**src/rtl/qiangda_pkg.sv**
```systemverilog
// Shared definitions for the N-player quiz lockout controller.
package qiangda_pkg;

  // Controller state codes. These are also the values driven on the state output.
  typedef enum logic [1:0] {
    ST_IDLE    = 2'd0,
    ST_ARMED   = 2'd1,
    ST_LOCKED  = 2'd2,
    ST_EXPIRED = 2'd3
  } qd_state_e;

  // Width of win_id: 0 = no winner, 1..15 = player number.
  localparam int WIN_W = 4;

  // LSB of the score slice for a 0-based player index.
  function automatic int unsigned score_lsb(input int unsigned idx0, input int unsigned w);
    return idx0 * w;
  endfunction

endpackage

```
**src/rtl/qd_tick_gen.sv**
```systemverilog
// Tick prescaler: counts 0..TICK_DIV-1 and flags the wrap cycle.
// A restart puts the count back at 0, so the next tick comes TICK_DIV cycles later.
module qd_tick_gen #(
  parameter int TICK_DIV = 1000
) (
  input  logic clk,
  input  logic clr_n,
  input  logic restart,
  output logic tick
);

  localparam int DIV_W = (TICK_DIV > 2) ? $clog2(TICK_DIV) : 1;
  localparam logic [DIV_W-1:0] LAST = DIV_W'(TICK_DIV - 1);

  logic [DIV_W-1:0] pcnt_q;

  // Free-running prescaler with synchronous restart.
  always_ff @(posedge clk or negedge clr_n) begin
    if (!clr_n) begin
      pcnt_q <= '0;
    end else if (restart || (pcnt_q == LAST)) begin
      pcnt_q <= '0;
    end else begin
      pcnt_q <= pcnt_q + DIV_W'(1);
    end
  end

  assign tick = (pcnt_q == LAST);

endmodule

```
**src/rtl/qiangda_n.sv**
```systemverilog
// N-player quiz lockout controller: armed countdown, first-buzz lockout with
// lowest-index priority, false-start flags, answer timeout and saturating scores.
module qiangda_n
  import qiangda_pkg::*;
#(
  parameter int N_PLAYERS  = 4,
  parameter int SCORE_W    = 4,
  parameter int CNT_W      = 4,
  parameter int CNT_INIT   = 15,
  parameter int TICK_DIV   = 1000,
  parameter int ANS_TICKS  = 10,
  parameter int BEEP_TICKS = 1
) (
  input  logic                         clk,
  input  logic                         clr_n,
  input  logic                         start,
  input  logic                         score_clr,
  input  logic [N_PLAYERS-1:0]         in,
  input  logic                         add,
  input  logic                         sub,
  output logic [WIN_W-1:0]             win_id,
  output logic [CNT_W-1:0]             cnt,
  output logic [N_PLAYERS*SCORE_W-1:0] score,
  output logic [N_PLAYERS-1:0]         false_start,
  output logic [1:0]                   state,
  output logic                         timeout,
  output logic                         Buzzer
);

  localparam int ANS_W  = $clog2(ANS_TICKS + 1);
  localparam int BEEP_W = $clog2(BEEP_TICKS + 1);

  qd_state_e            state_q, state_d;
  logic [CNT_W-1:0]     cnt_q, cnt_d;
  logic [WIN_W-1:0]     win_q, win_d;
  logic [N_PLAYERS-1:0] fs_q, fs_d;
  logic [ANS_W-1:0]     ans_q, ans_d;
  logic [BEEP_W-1:0]    beep_q, beep_d;
  logic                 buzzer_q, buzzer_d;
  logic                 timeout_q, timeout_d;
  logic [SCORE_W-1:0]   score_q [N_PLAYERS];

  logic [N_PLAYERS-1:0] eligible;
  logic [WIN_W-1:0]     first_id;
  logic                 beep_trig, do_add, do_sub, clr_scores;
  logic                 tick, restart;

  // Prescaler restarts on any state change or new beep so every timed interval is whole ticks.
  qd_tick_gen #(.TICK_DIV(TICK_DIV)) u_tick (
    .clk     (clk),
    .clr_n   (clr_n),
    .restart (restart),
    .tick    (tick)
  );

  // Next-state, countdown, timers and flags; score_clr overrides every state action.
  always_comb begin
    state_d    = state_q;
    cnt_d      = cnt_q;
    win_d      = win_q;
    fs_d       = fs_q;
    ans_d      = ans_q;
    timeout_d  = 1'b0;
    beep_trig  = 1'b0;
    do_add     = 1'b0;
    do_sub     = 1'b0;
    clr_scores = 1'b0;
    eligible   = in & ~fs_q;
    first_id   = '0;
    for (int i = N_PLAYERS - 1; i >= 0; i--) begin
      if (eligible[i]) first_id = WIN_W'(i + 1);
    end
    if (score_clr) begin
      state_d    = ST_IDLE;
      cnt_d      = CNT_W'(CNT_INIT);
      win_d      = '0;
      fs_d       = '0;
      ans_d      = '0;
      clr_scores = 1'b1;
    end else begin
      case (state_q)
        ST_IDLE: begin
          if (in != '0) begin
            fs_d      = fs_q | in;
            beep_trig = 1'b1;
          end
          if (start) begin
            cnt_d   = CNT_W'(CNT_INIT);
            win_d   = '0;
            state_d = ST_ARMED;
          end
        end
        ST_ARMED: begin
          if (eligible != '0) begin
            win_d     = first_id;
            ans_d     = ANS_W'(ANS_TICKS);
            state_d   = ST_LOCKED;
            beep_trig = 1'b1;
          end else if (tick) begin
            cnt_d = cnt_q - CNT_W'(1);
            if (cnt_q == CNT_W'(1)) begin
              state_d   = ST_EXPIRED;
              beep_trig = 1'b1;
            end
          end
        end
        ST_LOCKED: begin
          if (add ^ sub) begin
            do_add  = add;
            do_sub  = sub;
            state_d = ST_IDLE;
            fs_d    = '0;
          end else if (tick) begin
            if (ans_q == ANS_W'(1)) begin
              timeout_d = 1'b1;
              state_d   = ST_IDLE;
              fs_d      = '0;
            end else begin
              ans_d = ans_q - ANS_W'(1);
            end
          end
        end
        default: begin
          win_d = '0;
          cnt_d = '0;
          if (start) begin
            cnt_d   = CNT_W'(CNT_INIT);
            state_d = ST_ARMED;
            fs_d    = '0;
          end
        end
      endcase
    end
    restart = (state_d != state_q) || beep_trig || score_clr;
  end

  // Beep timer: a trigger (re)loads it and drives the buzzer low until it runs out.
  always_comb begin
    beep_d   = beep_q;
    buzzer_d = buzzer_q;
    if (score_clr) begin
      beep_d   = '0;
      buzzer_d = 1'b1;
    end else if (beep_trig) begin
      beep_d   = BEEP_W'(BEEP_TICKS);
      buzzer_d = 1'b0;
    end else if (tick && (beep_q != '0)) begin
      beep_d = beep_q - BEEP_W'(1);
      if (beep_q == BEEP_W'(1)) buzzer_d = 1'b1;
    end
  end

  // Control registers.
  always_ff @(posedge clk or negedge clr_n) begin
    if (!clr_n) begin
      state_q   <= ST_IDLE;
      cnt_q     <= CNT_W'(CNT_INIT);
      win_q     <= '0;
      fs_q      <= '0;
      ans_q     <= '0;
      beep_q    <= '0;
      buzzer_q  <= 1'b1;
      timeout_q <= 1'b0;
    end else begin
      state_q   <= state_d;
      cnt_q     <= cnt_d;
      win_q     <= win_d;
      fs_q      <= fs_d;
      ans_q     <= ans_d;
      beep_q    <= beep_d;
      buzzer_q  <= buzzer_d;
      timeout_q <= timeout_d;
    end
  end

  // Saturating per-player scores, updated for the locked player on a ruling.
  always_ff @(posedge clk or negedge clr_n) begin
    if (!clr_n) begin
      for (int i = 0; i < N_PLAYERS; i++) score_q[i] <= '0;
    end else if (clr_scores) begin
      for (int i = 0; i < N_PLAYERS; i++) score_q[i] <= '0;
    end else begin
      for (int i = 0; i < N_PLAYERS; i++) begin
        if (win_q == WIN_W'(i + 1)) begin
          if (do_add && (score_q[i] != '1)) score_q[i] <= score_q[i] + SCORE_W'(1);
          else if (do_sub && (score_q[i] != '0)) score_q[i] <= score_q[i] - SCORE_W'(1);
        end
      end
    end
  end

  for (genvar k = 0; k < N_PLAYERS; k++) begin : g_score
    assign score[score_lsb(k, SCORE_W) +: SCORE_W] = score_q[k];
  end

  assign win_id      = win_q;
  assign cnt         = cnt_q;
  assign false_start = fs_q;
  assign state       = state_q;
  assign timeout     = timeout_q;
  assign Buzzer      = buzzer_q;

endmodule

```
**config.mk**
```make
export PLATFORM = sky130hd
export DESIGN_NAME = qiangda_n
export DESIGN_NICKNAME = d
export VERILOG_FILES = /design/src/rtl/qiangda_pkg.sv /design/src/rtl/qd_tick_gen.sv /design/src/rtl/qiangda_n.sv
export SDC_FILE = /design/constraint.sdc
export NUM_CORES = 1
export LEC_CHECK = 0
export CORE_ASPECT_RATIO = 0.75
export CORE_MARGIN = 3
export CORE_UTILIZATION = 59
export CTS_CLUSTER_SIZE = 25
export DETAILED_ROUTE_END_ITERATION = 10
export PLACE_DENSITY = 0.87
export SETUP_SLACK_MARGIN = 0.05
export SLEW_MARGIN = 30
export SYNTH_ARGS = -nofsm -noshare
export SYNTH_HDL_FRONTEND = slang
export SYNTH_SLANG_ARGS = --single-unit
```
**constraint.sdc**
```tcl
create_clock -name clk -period 4.4 [get_ports clk]
set_input_delay 0.88 -clock clk [delete_from_list [all_inputs] [get_ports clk]]
set_output_delay 0.88 -clock clk [all_outputs]
set_load 0.02 [all_outputs]
```
; ---- Word-level counts from Yosys, hierarchy flattened
; Index checks and enable logic that the tools add are counted.
[totals]
regBits = 47
in_bits = 10
out_inout_bits = 32
wordCells = 169
[op_classes]
addsub = 12
eq_ne = 26
n_mux = 74
bitwise = 4
reduce_logical = 40
[ops]
columns = cell, count
row1 = $mux W4, 30
row2 = $pmux W4 S3, 3
row3 = $reduce_bool A4 Y1, 7
row4 = $mux W1, 24
row5 = $ne A3 B3 Y1 const B, 8
row6 = $ne A4 B4 Y1 const B, 6
row7 = $sub A4 B1 Y4 const B, 6
row8 = $reduce_bool A3 Y1, 7
row9 = $add A4 B1 Y4 const B, 4
row10 = $mux W16, 1
row11 = $mux W2, 8
row12 = $eq A4 B1 Y1 const B, 3
row13 = $mux W3, 4
row14 = $add A10 B1 Y10 const B, 1
row15 = $eq A10 B10 Y1 const B, 1
row16 = $mux W10, 1
row17 = $reduce_and A2 Y1, 5
row18 = $reduce_and A5 Y1, 2
row19 = $logic_and A1 B1 Y1, 9
row20 = $eq A4 B2 Y1 const B, 2
row21 = $pmux W4 S2, 1
row22 = $reduce_bool A2 Y1, 4
row23 = $and A4 B4 Y4, 1
row24 = $eq A4 B3 Y1 const B, 1
row25 = other kinds (14), 17

; ---- Depth between registers and ports, before layout
; Gate-level depths: netlist of the first run.
[logic_depth]
ltp_word = 11
depth_mapped = 12
ltp_nobuf = 10

; ---- Hierarchy
; From an unflattened synthesis of the first run, not the netlist that was laid out.
[hier_totals]
cells_unflattened = 331
area_unflattened_um2 = 3070.4
[modules_own_cells]
columns = module, n_inst, cells_each, area_per_inst_um2, seq_area_each_um2
row1 = qiangda_n, 1, 280, 2537.4, 907.1
row2 = qd_tick_gen, 1, 51, 533.0, 250.2

; ---- Least setup slack after synthesis of the first run
; Ideal clock, no wire load.
[synth_path]
kind = in2reg
from = input port sub
to = register score_q, in the netlist score[3]
setup_time_ns = 0.136
arrival_ns = 2.416
required_ns = 4.264
path_slack_ns = 1.848
stages = 11
n_path_buf = 1
path_cell_list = inv_1 -> ha_1 -> and3b_1 -> buf_2 -> nand2_1 -> ha_1 -> a21o_1 -> a21oi_1 -> xnor2_1 -> nand2_1 -> mux2i_1
[synth_via]
elab_chain_len = 8
elab_cells_between_ends = 14
classes_between = mux: 9 / bitwise: 1 / reduce/logical: 4
[synth_lines]
columns = item, line_no
row1 = start: declaration, qiangda_n.sv:20  ; input logic sub,
row2 = $xor A1 B1 Y1, qiangda_n.sv:108  ; if (add ^ sub) begin
row3 = $mux W1, qiangda_n.sv:108
row4 = $mux W1, qiangda_n.sv:81  ; case (state_q)
row5 = $mux W1, qiangda_n.sv:73  ; if (score_clr) begin
row6 = $logic_and A1 B1 Y1, qiangda_n.sv:185  ; if (do_add && (score_q[i] != '1)) score_q[i] <= score_q[i] + SCORE_W'(1);
row7 = $mux W4, qiangda_n.sv:185
row8 = $mux W4, qiangda_n.sv:184  ; if (win_q == WIN_W'(i + 1)) begin
row9 = $mux W16, qiangda_n.sv:180  ; end else if (clr_scores) begin
row10 = end: declaration, qiangda_n.sv:41  ; logic [SCORE_W-1:0] score_q [N_PLAYERS];
; Parallel ways exist; a longest one is shown, timed or not. The select of a mux whose other input is x is not followed.
; A chain may end at the register's enable or synchronous reset.

; ---- Final worst setup path of the first run
[layout_path]
from = input port add
to = register score_q, in the netlist score[11]
[layout_via]
elab_chain_len = 8
elab_cells_between_ends = 14
classes_between = mux: 9 / bitwise: 1 / reduce/logical: 4
[layout_lines]
columns = item, line_no
row1 = start: declaration, qiangda_n.sv:19  ; input logic add,
row2 = $xor A1 B1 Y1, qiangda_n.sv:108
row3 = $mux W1, qiangda_n.sv:108
row4 = $mux W1, qiangda_n.sv:81
row5 = $mux W1, qiangda_n.sv:73
row6 = $logic_and A1 B1 Y1, qiangda_n.sv:185
row7 = $mux W4, qiangda_n.sv:185
row8 = $mux W4, qiangda_n.sv:184
row9 = $mux W16, qiangda_n.sv:180
; Parallel ways exist; a longest one is shown, timed or not. The select of a mux whose other input is x is not followed.

==> results of run 1 <==
[layer usage]
layer	GRT usage [%]	up-vias	wire length, µm
met5	0	-	0
met1	34.6	1230	3290
met3	4.69	7	421
met4	7.74	0	78
li1	-	1197	-
met2	40.5	83	3340
[flip-flops by register name, summed over array words and instances, names as in the netlist]
name           flops
Buzzer             1
false_start        4
u_tick.pcnt_q     10
cnt                4
timeout            1
beep_q             1
ans_q              4
state              2
score             16
win_id             3
[stage by stage]
step	power, µW	utilization, %	worst slack [ns]	hold slack, ns	std cells
2_1_floorplan	660	-	1.85	0.474	306
3_3_place_gp	754	73.3	1.21	0.504	395
3_5_place_dp	765	73.3	1.08	0.506	395
4_1_cts	1030	75.3	1.39	0.523	403
5_1_grt	1080	75.3	1.23	0.548	403
6_report	1040	75.3	1.38	0.521	403
[synthesized netlist by cell type, drive strengths merged (5+ instances only)]
cell type and n:
inv 13, clkbuf 5, a21oi 20, nor2 13, ha 18, dfrtp 41
nand2 31, nor2b 7, mux2i 10, o21ai 20, nor3 13, nand3 9
xor2 7, nand4 9, xnor2 10, nand2b 5, dfstp 5, buf 5
o211ai 5
[worst reg2reg max path, stage by stage (launching register included)]
cell and delay (ns):
dfrtp_1 0.45, inv_1 0.13, ha_1 0.43, and3b_1 0.43
nand2_1 0.21, ha_1 0.32, a21o_1 0.16, a21oi_1 0.17
xor2_1 0.24, o211ai_1 0.12, o31ai_1 0.09
[power by group]
part	leakage (µW)	total, µW	internal (µW)	switching [µW]
Clock	0.0000482	275	127	148
Sequential	0.000615	493	457	36.0
Combinational	0.000814	268	111	157
[worst min path at each step]
stage                                end  slack [ns]  cells after the start
after floorplan                 ans_q[2]        0.47                      1
after global placement          ans_q[2]        0.50                      1
after detailed placement  false_start[3]        0.51                      1
after CTS                         cnt[2]        0.52                      2
after global routing      false_start[3]        0.55                      1
final                     false_start[3]        0.52                      1
[area by class of cell]
class / count / share of cell area, %
clock buffers: 7 / 2.44
inverters: 13 / 1.38
clock inverters: 1 / 0.141
flip-flops and latches: 46 / 32.7
multi-input cells: 237 / 49.7
repair buffers: 42 / 11.7
well taps: 57 / 2.01
[cell families after synthesis]
family | count (synthesis)
mux | 10
other cells | 1
simple gates | 110
flops | 46
buf+inv | 23
fa+ha+maj | 22
compound gates | 77
xor+xnor | 17
==> flow_summary.json, run 1 <==
{
  "antenna_left": 0,
  "grt_setup_unrepaired": "false",
  "clock_sink_count": 46,
  "max_clock_freq_mhz": 332,
  "post_cts.resized_instances": 0,
  "critical_path.endpoint_type": "flip-flop",
  "timing_hold_violations_final": 0,
  "nFillCells": 327,
  "core_area_um2": 4700,
  "synthXorXnorAreaFrac_pct": 4.93,
  "place.gp.congestion": 0.903,
  "crit_path_frequent_cell": "ha_1",
  "fin_nets": 377,
  "cp.depth": 10,
  "timing.clock.skew_ns": 0.0106,
  "worst_ir_drop_vdd_mv": 0.207,
  "timing.final.crit_share_pct": 68.6,
  "synth_cells": 306,
  "critical_path_required_ns": 4.62,
  "syn_area_per_cell_um2": 9.87,
  "synth_enable_flop_cells": 0,
  "yosys_most_used_dff": "dfrtp_1",
  "detailroute.via_count": 2517,
  "placed_area_um2": 3450,
  "placement_row_count": 21,
  "r2r-start": "state[0]",
  "synth_fa_ha_area_share_pct": 10.1,
  "cts_root_buffer": "clkbuf_8",
  "synth_compound_gate_area_share_pct": 19.1,
  "synth.cell_area_um2": 3020,
  "detail_route.vias_per_cell": 6.25,
  "ff2ff_path_depth": 10,
  "crit_path_start": "add",
  "antenna_violations_before_repair": 0,
  "critical_path_peak_fanout": 6,
  "fin_tns_setup_ns": 0,
  "drt_pre_antenna_iters": 4,
  "timing.setup.critical_path_class": "primary input to flip-flop",
  "synth_top_family_by_area": "simple AND/OR/NAND/NOR gates",
  "antennaDiodeCount": 0,
  "post_cts_buffers": 0,
  "area_growth_pct": 17.2,
  "grt_pass1_wl_um": 11900,
  "worst-path-buf-inv": 1,
  "number_of_nets_produced_by_synthesis": 338,
  "power.leakage_uw": 0.00148,
  "final_cell_mix": "dfrtp_1 (41), clkdlybuf4s50_1 (39), nand2_1 (30), o21ai_0 (18), ha_1 (18)",
  "worst_setup_path_endpoint": "score[11]",
  "worst_hold_path_type": "flip-flop to flip-flop",
  "drt-total-wl_um": 7130,
  "fp.dieW_um": 88.6,
  "yosysWarningCount": 0,
  "die_h_um": 68.0,
  "number_of_global_route_vias_before_repair": 2572,
  "cpMaxStageDelayCell": "clkdlybuf4s50_1",
  "yosysTopAreaCellShare_pct": 34.0,
  "synth-seq-cells": 46,
  "cts.reportedPaths.clkPinSlew_ns": 0.09,
  "post_cts_hold_fix_bufs": 0,
  "worstSkewPairLatency_ns": 0.31,
  "worst-slew-pin-transition_ns": 0.587,
  "ys_seq_area_share_pct": 38.3,
  "synth_mux_area_share_pct": 3.31,
  "finish.instance_area_um2": 3540,
  "max_cap_viol_count": 0,
  "globalRouteTotalUtil_pct": 25.2,
  "hold_path_startpoint": "false_start[3]",
  "dr.first_iter.drc_count": 200,
  "clk_path_buf_depth": 2,
  "final_common_cell": "dfrtp_1",
  "drc_errors_left": 0,
  "area_of_combinational_cells_with_multiple_inputs_um2": 1760,
  "max_slew_margin_pct": 60.6,
  "hpwlAfterDp_um": 5300,
  "timing.reg2reg.setup_slack_ns": 1.57,
  "yosys.area.top_type": "dfrtp_1",
  "boundaryPins": 42,
  "critical_path.startpoint_type": "primary input",
  "total_number_of_h_tree_levels": 2,
  "storage_cell_area_um2": 1160,
  "cp.arrival_ns": 3.23,
  "worstReg2RegEnd": "score[11]",
  "die_area_um2": 6020,
  "route.detailed.wl_per_inst_um": 17.7,
  "synthDistinctLibCells": 63,
  "cts_made_buffers": 5,
  "cts_tree": "done",
  "max_stage_delay_ns": 0.48,
  "worst_path_dominant_cell_family": "simple AND/OR/NAND/NOR gates",
  "grt_max_degree": 47,
  "port_buffers": 40,
  "power_per_cell_area_nw_per_um2": 293,
  "slew_violations": 0,
  "grt_overflow_total": 0,
  "asyncSetResetFlopFracSynth_pct": 100,
  "cells_along_the_critical_path": "clkdlybuf4s50_1 > ha_1 > and3b_1 > nand2_1 > ha_1 > a21o_1 > a21oi_1 > xor2_1 > o211ai_1 > o31ai_1",
  "final-setup-viol-count": 0,
  "finalCriticalPeriod_ns": 3.02,
  "drive_gt1_share_pct": 8.67,
  "post_synthesis_share_of_cell_area_spent_on_and_or_nand_and_nor_gates_pct": 20.6,
  "starting_density_pct": 64.2,
  "outcome": "complete, no violations",
  "synth.top_cells.by_area": "dfrtp_1 (34%), ha_1 (7.5%), dfstp_2 (4.3%)"
}
Power figures use the tool's default switching activity.
==> run 2, diff against run 1 <==
--- a/config.mk
+++ b/config.mk
@@ -7,10 +7,10 @@
 export LEC_CHECK = 0
 export CORE_ASPECT_RATIO = 0.75
 export CORE_MARGIN = 3
-export CORE_UTILIZATION = 59
+export CORE_UTILIZATION = 55
 export CTS_CLUSTER_SIZE = 25
 export DETAILED_ROUTE_END_ITERATION = 10
-export PLACE_DENSITY = 0.87
+export PLACE_DENSITY = 0.82
 export SETUP_SLACK_MARGIN = 0.05
 export SLEW_MARGIN = 30
 export SYNTH_ARGS = -nofsm -noshare
==> constraint.sdc (replaced) <==
create_clock -name clk -period 3.12 [get_ports clk]
set_input_delay 0.624 -clock clk [delete_from_list [all_inputs] [get_ports clk]]
set_output_delay 0.624 -clock clk [all_outputs]
set_load 0.02 [all_outputs]
==> run 2 against run 1 <==
Compared with the run above: sequential power rose by 41%; hold slack got worse by 0.19 ns; worst setup slack got worse by 0.99 ns; largest power group unchanged; global-route usage fell by 2.8 points; die area rose by 6.7%; sequential cell count did not move; critical endpoint is now score[7]; via count fell by 1.0%; sequential share of layout area fell by 0.28 points; critical path type unchanged.
==> flow_summary.json, run 2 (synthesis results as in run 1) <==
{
  "final_cell_mix": "dfrtp_1 (41), clkdlybuf4s50_1 (39), nand2_1 (30), o21ai_0 (18), ha_1 (18)",
  "clock_sink_count": 46,
  "placement_row_count": 22,
  "fin_nets": 380,
  "place.gp.congestion": 0.857,
  "area_growth_pct": 18.2,
  "power.leakage_uw": 0.00148,
  "detail_route.vias_per_cell": 5.92,
  "antenna_left": 0,
  "timing_hold_violations_final": 0,
  "hpwlAfterDp_um": 5020,
  "worstReg2RegEnd": "score[7]",
  "post_cts_buffers": 0,
  "antenna_violations_before_repair": 0,
  "cts.reportedPaths.clkPinSlew_ns": 0.08,
  "post_cts_hold_fix_bufs": 0,
  "number_of_global_route_vias_before_repair": 2430,
  "fp.dieW_um": 91.6,
  "r2r-start": "state[0]",
  "critical_path_peak_fanout": 6,
  "finish.instance_area_um2": 3570,
  "grt_pass1_wl_um": 11700,
  "grt_overflow_total": 0,
  "slew_violations": 0,
  "detailroute.via_count": 2491,
  "grt_setup_unrepaired": "false",
  "nFillCells": 404,
  "outcome": "complete, no violations",
  "finalCriticalPeriod_ns": 2.72,
  "cts_tree": "done",
  "worst_ir_drop_vdd_mv": 0.238,
  "port_buffers": 40,
  "grt_max_degree": 47,
  "cts_made_buffers": 5,
  "largest_register_ff_count": 16,
  "die_area_um2": 6430,
  "timing.clock.skew_ns": 0.00601,
  "globalRouteTotalUtil_pct": 22.4,
  "core_area_um2": 5090,
  "timing.final.crit_share_pct": 87.2,
  "total_number_of_h_tree_levels": 2,
  "critical_path.endpoint_type": "flip-flop",
  "worstSkewPairLatency_ns": 0.30,
  "route.detailed.wl_per_inst_um": 16.1,
  "cp.arrival_ns": 2.91,
  "cts_root_buffer": "clkbuf_8",
  "critical_path.startpoint_type": "primary input",
  "starting_density_pct": 59.3,
  "clk_path_buf_depth": 2,
  "dr.first_iter.drc_count": 149,
  "max_clock_freq_mhz": 367,
  "drc_errors_left": 0,
  "worst_hold_path_type": "primary input to asynchronous set/reset pin",
  "drt-total-wl_um": 6800,
  "boundaryPins": 42,
  "placed_area_um2": 3490,
  "worst-slew-pin-transition_ns": 0.586,
  "fin_tns_setup_ns": 0,
  "timing.setup.critical_path_class": "primary input to flip-flop",
  "final-setup-viol-count": 0,
  "antennaDiodeCount": 0,
  "drt_pre_antenna_iters": 4,
  "post_cts.resized_instances": 0,
  "timing.reg2reg.setup_slack_ns": 0.62,
  "final_common_cell": "dfrtp_1",
  "power_per_cell_area_nw_per_um2": 401,
  "max_cap_viol_count": 0,
  "ff2ff_path_depth": 10,
  "crit_path_start": "sub",
  "max_slew_margin_pct": 60.7,
  "critical_path_required_ns": 3.31,
  "drive_gt1_share_pct": 8.88,
  "worst_setup_path_endpoint": "score[7]",
  "die_h_um": 70.2
}
==> run 2: changes by cell type in the layout (fill, tap and decap cells not counted), sizes merged <==
cell    change
buf         +3
clkbuf      +1
clkinv      -1
==> run 2: worst min-delay path by stage <==
| stage | from | to | slack [ns] | cells past startpoint |
|---|---|---|---|---|
| final | clr_n | ans_q[0] | 0.33 | 1 |
| after global routing | clr_n | ans_q[0] | 0.37 | 1 |
| after CTS | clr_n | ans_q[0] | 0.34 | 1 |
| after detailed placement | false_start[2] | false_start[2] | 0.51 | 1 |
| after global placement | false_start[3] | false_start[3] | 0.50 | 1 |
| after floorplan | clr_n | ans_q[0] | 0.33 | 0 |
==> run 2: per-stage QoR <==
step | std cells | utilization (%) | total power (µW) | worst slack (ns) | hold slack [ns]
finish | 421 | 70.1 | 1430 | 0.398 | 0.329
global route | 421 | 70.1 | 1500 | 0.215 | 0.365
global placement | 413 | 68.5 | 1070 | 0.183 | 0.504
CTS | 421 | 70.1 | 1440 | 0.372 | 0.344
detailed placement | 413 | 68.5 | 1080 | 0.111 | 0.508
floorplan | 306 | - | 931 | 0.708 | 0.328
==> run 2: area by class of cell <==
cell class                 count  area [µm²]  area share [%]
multi-input combinational    237        1760            49.2
sequential                    46        1160            32.4
timing repair buffer          45         435            12.2
tap                           72        90.1            2.52
clock buffer                   8        80.1            2.24
inverter                      13        48.8            1.37
==> run 2: layer usage <==
metal  track usage (%)  wire [µm]  vias up
met5                 0          0        -
met4              6.19         69        0
met3              4.63        403        6
met2              33.7       3000       84
met1              32.7       3320     1202
li1                  -          -     1199
==> run 2: report_power, final <==
group / internal [µW] / switching [µW] / leakage, µW
Clock: 160 / 196 / 0.0000395
Sequential: 644 / 49.9 / 0.000615
Combinational: 159 / 222 / 0.000828
==> run 2: worst max-delay path, cell delays in order <==
cell	delay, ns
clkdlybuf4s50_1	0.44
inv_1	0.07
ha_1	0.18
and3b_1	0.38
nand2_1	0.22
ha_1	0.32
a21o_1	0.15
a21oi_1	0.18
xnor2_1	0.14
nand2_1	0.08
mux2i_1	0.13
